`config.mk`:
```
export PLATFORM = sky130hd
export DESIGN_NAME = vga_glyph_reader
export DESIGN_NICKNAME = d
export VERILOG_FILES = /design/src/rtl/vga_glyph_reader.sv
export SDC_FILE = /design/constraint.sdc
export NUM_CORES = 1
export LEC_CHECK = 0
export CORE_AREA = 2 2 61 57
export DETAILED_ROUTE_END_ITERATION = 7
export DIE_AREA = 0 0 63 59
export PLACE_DENSITY = 0.69
export RECOVER_POWER = 25
export SLEW_MARGIN = 25
export SYNTH_ARGS = -nofsm -noshare
export SYNTH_HDL_FRONTEND = slang
export SYNTH_SLANG_ARGS = --single-unit
```
`constraint.sdc`:
```
create_clock -name clk_i -period 2.2 [get_ports clk_i]
set_clock_uncertainty 0.15 [all_clocks]
set_input_delay 0.44 -clock clk_i [delete_from_list [all_inputs] [get_ports clk_i]]
set_output_delay 0.44 -clock clk_i [all_outputs]
set_load 0.005 [all_outputs]
```
`src/rtl/vga_glyph_reader.sv`:
```
// Glyph row fetcher and pixel serializer for a character-cell VGA path.
// A request {char, row} is registered as the font address; the font row
// returns two edges later, is optionally inverted, and is shifted out
// leftmost pixel first over 8 cycles. A new request can be taken while
// pixel 5 is on the output so the next row lands exactly as pixel 7 ends.
//
// state    | meaning
// ---------+-----------------------------------------------------------
// ST_IDLE  | shifter empty, pixel_valid_o low
// ST_SHIFT | shifter holds a row, cnt_q is the pixel index on pixel_o
module vga_glyph_reader #(
  parameter int CHAR_W = 8,
  parameter int ROW_W  = 3
) (
  input  logic                    clk_i,
  input  logic                    rstn_i,
  input  logic                    req_valid_i,
  output logic                    req_ready_o,
  input  logic [CHAR_W-1:0]       char_i,
  input  logic [ROW_W-1:0]        row_i,
  input  logic                    inv_i,
  output logic [CHAR_W+ROW_W-1:0] font_addr_o,
  input  logic [0:7]              font_data_i,
  output logic                    pixel_o,
  output logic                    pixel_valid_o,
  output logic                    cell_done_o
);

  localparam int AW = CHAR_W + ROW_W;

  localparam logic [0:0] ST_IDLE  = 1'b0;
  localparam logic [0:0] ST_SHIFT = 1'b1;

  logic [0:0]    state_q, state_d;
  logic [2:0]    cnt_q, cnt_d;
  logic [0:7]    sh_q, sh_d;
  logic          f1_q, f1_d;
  logic          f2_q, f2_d;
  logic          inv_q, inv_d;
  logic [AW-1:0] addr_q, addr_d;
  logic          accept;

  // Ready only with no fetch in flight, and either empty or at the slot
  // whose two-edge fetch latency ends exactly at the last pixel.
  always_comb begin
    req_ready_o = !f1_q && !f2_q && ((state_q == ST_IDLE) || (cnt_q == 3'd5));
    accept      = req_valid_i && req_ready_o;
  end

  // Next-state: fetch pipeline flags, address/inv capture, shifter sequencing.
  always_comb begin
    state_d = state_q;
    cnt_d   = cnt_q;
    sh_d    = sh_q;
    addr_d  = addr_q;
    inv_d   = inv_q;
    f1_d    = accept;
    f2_d    = f1_q;
    if (accept) begin
      addr_d = {char_i, row_i};
      inv_d  = inv_i;
    end
    if (f2_q) begin
      sh_d    = font_data_i ^ {8{inv_q}};
      state_d = ST_SHIFT;
      cnt_d   = 3'd0;
    end else if (state_q == ST_SHIFT) begin
      sh_d = {sh_q[1:7], 1'b0};
      if (cnt_q == 3'd7) begin
        state_d = ST_IDLE;
        cnt_d   = 3'd0;
      end else begin
        cnt_d = cnt_q + 3'd1;
      end
    end
  end

  // State registers; reset aborts any fetch or cell in progress.
  always_ff @(posedge clk_i or negedge rstn_i) begin
    if (!rstn_i) begin
      state_q <= ST_IDLE;
      cnt_q   <= 3'd0;
      sh_q    <= '0;
      f1_q    <= 1'b0;
      f2_q    <= 1'b0;
      inv_q   <= 1'b0;
      addr_q  <= '0;
    end else begin
      state_q <= state_d;
      cnt_q   <= cnt_d;
      sh_q    <= sh_d;
      f1_q    <= f1_d;
      f2_q    <= f2_d;
      inv_q   <= inv_d;
      addr_q  <= addr_d;
    end
  end

  // Output decode; pixel is forced low when the shifter is empty.
  always_comb begin
    font_addr_o   = addr_q;
    pixel_valid_o = (state_q == ST_SHIFT);
    pixel_o       = pixel_valid_o && sh_q[0];
    cell_done_o   = pixel_valid_o && (cnt_q == 3'd7);
  end

endmodule
```
After elaboration in Yosys (flattened, before gate mapping)
Index checks and enable logic that the tools add are counted.

storage, ports and cells
  bits in registers = 26
  bits of input ports = 23
  output and inout port bits = 15
  logic and storage cells = 29

operators by class
  add/subtract/negate cells = 1
  equal/unequal tests = 2
  muxes and demuxes = 8
  bitwise logic cells = 2
  reductions and logical operators = 9

operators by type and width
  operator                                     count
  2-to-1 mux 8 bit                             2
  2-to-1 mux 3 bit                             3
  bitwise XOR 8 bit                            1
  == test 3 bit, second input constant         2
  logical AND 1 bit                            5
  adder 3 x 1 -> 3 bit, second input constant  1
  2-to-1 mux 1 bit                             3
  logical NOT 1 bit                            2
  nonzero test 2 bit                           1
  logical OR 1 bit                             1
  inverter 1 bit                               1

Logic depth before layout (Yosys ltp)
  word-level depth = 4
  depth in mapped cells = 6
  depth with buffers taken out = 5

Worst setup path before layout
Ideal clock, no wire load.

  path kind = register -> register
  start = register cnt_q[1]
  end = register addr_q[2] (netlist: font_addr_o[2])
  arrival time = 1.480 ns
  data required time = 1.925 ns
  slack = 0.445 ns
  stages on the path, launching flop included = 7
  period minus slack after synthesis = 1.755 ns
  cell sequence = dfrtp_1 inv_1 ha_1 a21boi_4 nor4b_4 buf_6 mux2_2

between the ends
  word-level cells in the longest chain between the ends = 4

RTL lines
  element                   line  text
  start: declaration        35    logic [2:0] cnt_q, cnt_d;
  start signal: assignment  90    cnt_q <= cnt_d;
  == test 3 bit             46    req_ready_o = !f1_q && !f2_q && ((state_q == ST_IDLE) || (cnt_q == 3'd5));
  logical OR 1 bit          46
  logical AND 1 bit         46
  logical AND 1 bit         47    accept = req_valid_i && req_ready_o;
  net accept                41    logic accept;
  end signal: assignment    95    addr_q <= addr_d;
  end: declaration          40    logic [AW-1:0] addr_q, addr_d;

The timed path passes the listed nets, and every way through them passes these cells.
A chain may end at the register's enable or synchronous reset.

Worst setup path in the final report
  start = register cnt_q[0]
  end = output cell_done_o

between the ends
  word-level cells in the longest chain between the ends = 2

RTL lines
  element            line  text
  == test 3 bit      104   cell_done_o = pixel_valid_o && (cnt_q == 3'd7);
  logical AND 1 bit  104
  end: declaration   26    output logic cell_done_o

Every way passes these cells.

==> out/results.ini <==
[worst_hold_path]
hold_path_end=f2_q
hp-class=flop to flop
hp-start=f1_q
holdPathStages=0

[floorplanning]
rows=19
io_pins=38
core_area_um2=3020
die_width_um=63
start_util=0.397
dieArea_um2=3720
die_y_um=59

[layout]
multi_input_area_um2=503
seqCellArea_um2=651
fin_util=0.547
fin_nets=160
drive_above_1_share=0.174
syn_to_final_growth_pct=37.7
diodes=0
num-fill-cells=296
stdcell_count=174

[worst_setup_path]
cp.depth=4
reg2reg_setup_slack_ns=0.42
critical_path.cell_chain=ha_1 > ha_2 > and2_1 > dlygate4sd2_1
critPathRequiredTime_ns=1.61
cp_top_family=flip-flops
r2r_start=cnt_q[1]
path_buf_inv=1
startpoint_type=flop
path_class=flop to primary output
slowest_stage=dfrtp_1
r2r_cells=6
slowest_delay_ns=0.43
r2r_end=font_addr_o[6]
crit_fanout=3
cp-end-kind=primary output
crit_arrival_ns=1.49

[cts]
clkTransAtPathRegs_ns=0.13
cts_tree=built
cts_buffers=3
cts_max_level=1
root_buffer=clkbuf_4
clock-sinks=26
insertion_delay_ns=0.31
cts_buffer_depth=2

[timing]
slew_headroom=0.110
setup_viol=0
fin_setup_tns_ns=0
fmax_ghz=0.481
worst_pin_slew_ns=1.33
slew_violations=0
finalHoldViolCount=0
hold_slack_ns=0.321
fin_crit_sh=0.946
rsz0062_at_grt=no
post-route-min-period_ns=2.08

[place]
place_congestion=0.741
hpwl_mm=1.51
port_buffers=37
dp_cells=170

[route]
wl_mm=2.06
wl_met2_um=940
dr.pass1.iters=3
via_per_inst=4.47
postRouteAntennaNets=0
vias=778
drc=0
drtIter0Drc=13
wl_per_cell_um=11.8
wl_met3_um=126
met1_length_um=973
top_layer_used=met4

[synthesis]
synthCells=93
yosysTopAreaCell=dfrtp_1
avgSynthCellArea_um2=12.9
synth-seq-cells=26
synth_top_area_frac=0.543
synth_nets=119
synth-seq-area-share=0.543
yosysUniqueCellTypes=18
ys_warn_count=0
synth_area_leaders=dfrtp_1 54%, mux2_2 12%, mux2i_1 7.5%
synth_area_um2=1200

[power]
powerDensity_nw_per_um2=1220
total_power_uw=2020
leakagePower_uw=0.000753
peakVddDrop_mv=0.639

[status]
status=completed

[grt]
globalRouteTotalUtil=0.121
grt_overflow=0
grt_pass1_wl_mm=3.58
grt_pass1_vias=829
grt_max_degree=27
antenna_found_initial=0

[run]
cap_violations=0

worst max path at each step:
stage	from	to	slack, ns
finish	cnt_q[0]	cell_done_o	0.12
global placement	cnt_q[1]	req_ready_o	0.26
CTS	cnt_q[0]	cell_done_o	0.09
global route	pixel_valid_o	pixel_o	0.02
floorplan	cnt_q[1]	font_addr_o[2]	0.44
detailed placement	cnt_q[0]	cell_done_o	0.24
power breakdown:
group | leakage, uW | switching, uW | internal [uW]
Sequential | 0.000320 | 168 | 697
Combinational | 0.000420 | 345 | 617
Clock | 0.0000138 | 129 | 63.9
Total | 0.000753 | 641 | 1380
layer usage:
| layer | global-route usage | vias to the layer above |
|---|---|---|
| met5 | 0 | - |
| met4 | 0.0476 | 0 |
| met3 | 0.0323 | 2 |
| met2 | 0.205 | 20 |
| met1 | 0.151 | 367 |
| li1 | - | 389 |
Yosys cell counts, drive strengths merged:
library cell	n
dfrtp	26
mux2	13
mux2i	9
xor2	8
nand2	7
o21ai	7
nor2	5
buf	4
ha	3
and2	2
clkbuf	2
inv	2
a21boi	1
a21o	1
a22o	1
nor3	1
nor4b	1
state kept, by name (all words and copies together), names as in the netlist:
signal	cells
inv_q	1
f1_q	1
cnt_q	3
font_addr_o	11
f2_q	1
pixel_valid_o	1
sh_q	8
worst reg2reg max path: stages (launching register included):
cell and delay (ns):
dfrtp_1 0.41, inv_1 0.07, ha_1 0.19, a21boi_4 0.08, nor4b_4 0.27, buf_12 0.18
mux2_2 0.34
area by class of cell:
class / count / share of cell area
clock buffers: 3 / 0.0136
inverters: 2 / 0.00455
multi-input cells: 59 / 0.305
flip-flops and latches: 26 / 0.394
well taps: 42 / 0.0318
repair buffers: 42 / 0.251
metrics by stage:
stage          instance area, um^2  setup slack (ns)
2_1_floorplan                 1200             0.445
3_3_place_gp                  1620             0.260
3_5_place_dp                  1620             0.237
4_1_cts                       1650            0.0919
5_1_grt                       1650            0.0241
6_report                      1650             0.119
logic make-up (layout without fill, tap and decap cells):
kind of cell,count (synthesis),in the layout,share of synthesized area
buffers and inverters,8,47,0.0397
DFF,26,26,0.543
and+or+nand+nor,16,16,0.0720
adders and majority gates,3,3,0.0313
AOI/OAI and AO/OA,10,10,0.0585
muxes,22,22,0.197
xor gates and xnor gates,8,8,0.0585
placed cells by master, fill, tap and decap left out, drive strengths merged:
| cell type | count |
|---|---|
| nor2 | 5 |
| buf | 4 |
| clkdlybuf4s50 | 35 |
| mux2i | 9 |
| nand2 | 7 |
| nor4b | 1 |
| a22o | 1 |
| dfrtp | 26 |
| a21o | 1 |
| a21boi | 1 |
| inv | 2 |
| o21ai | 7 |
| ha | 3 |
| clkbuf | 4 |
| nor3 | 1 |
| and2 | 2 |
| xor2 | 8 |
| mux2 | 13 |
| dlygate4sd2 | 2 |
repair_timing:
item | in CTS | in global routing
hold buffers | 0 | 0
setup endpoints to repair | 2 | 0
endpoints found under the hold margin | 0 | 0
gates resized for setup | 3 | 0
setup buffers | 1 | 0
Note: power is estimated with default switching activity, not from simulation.
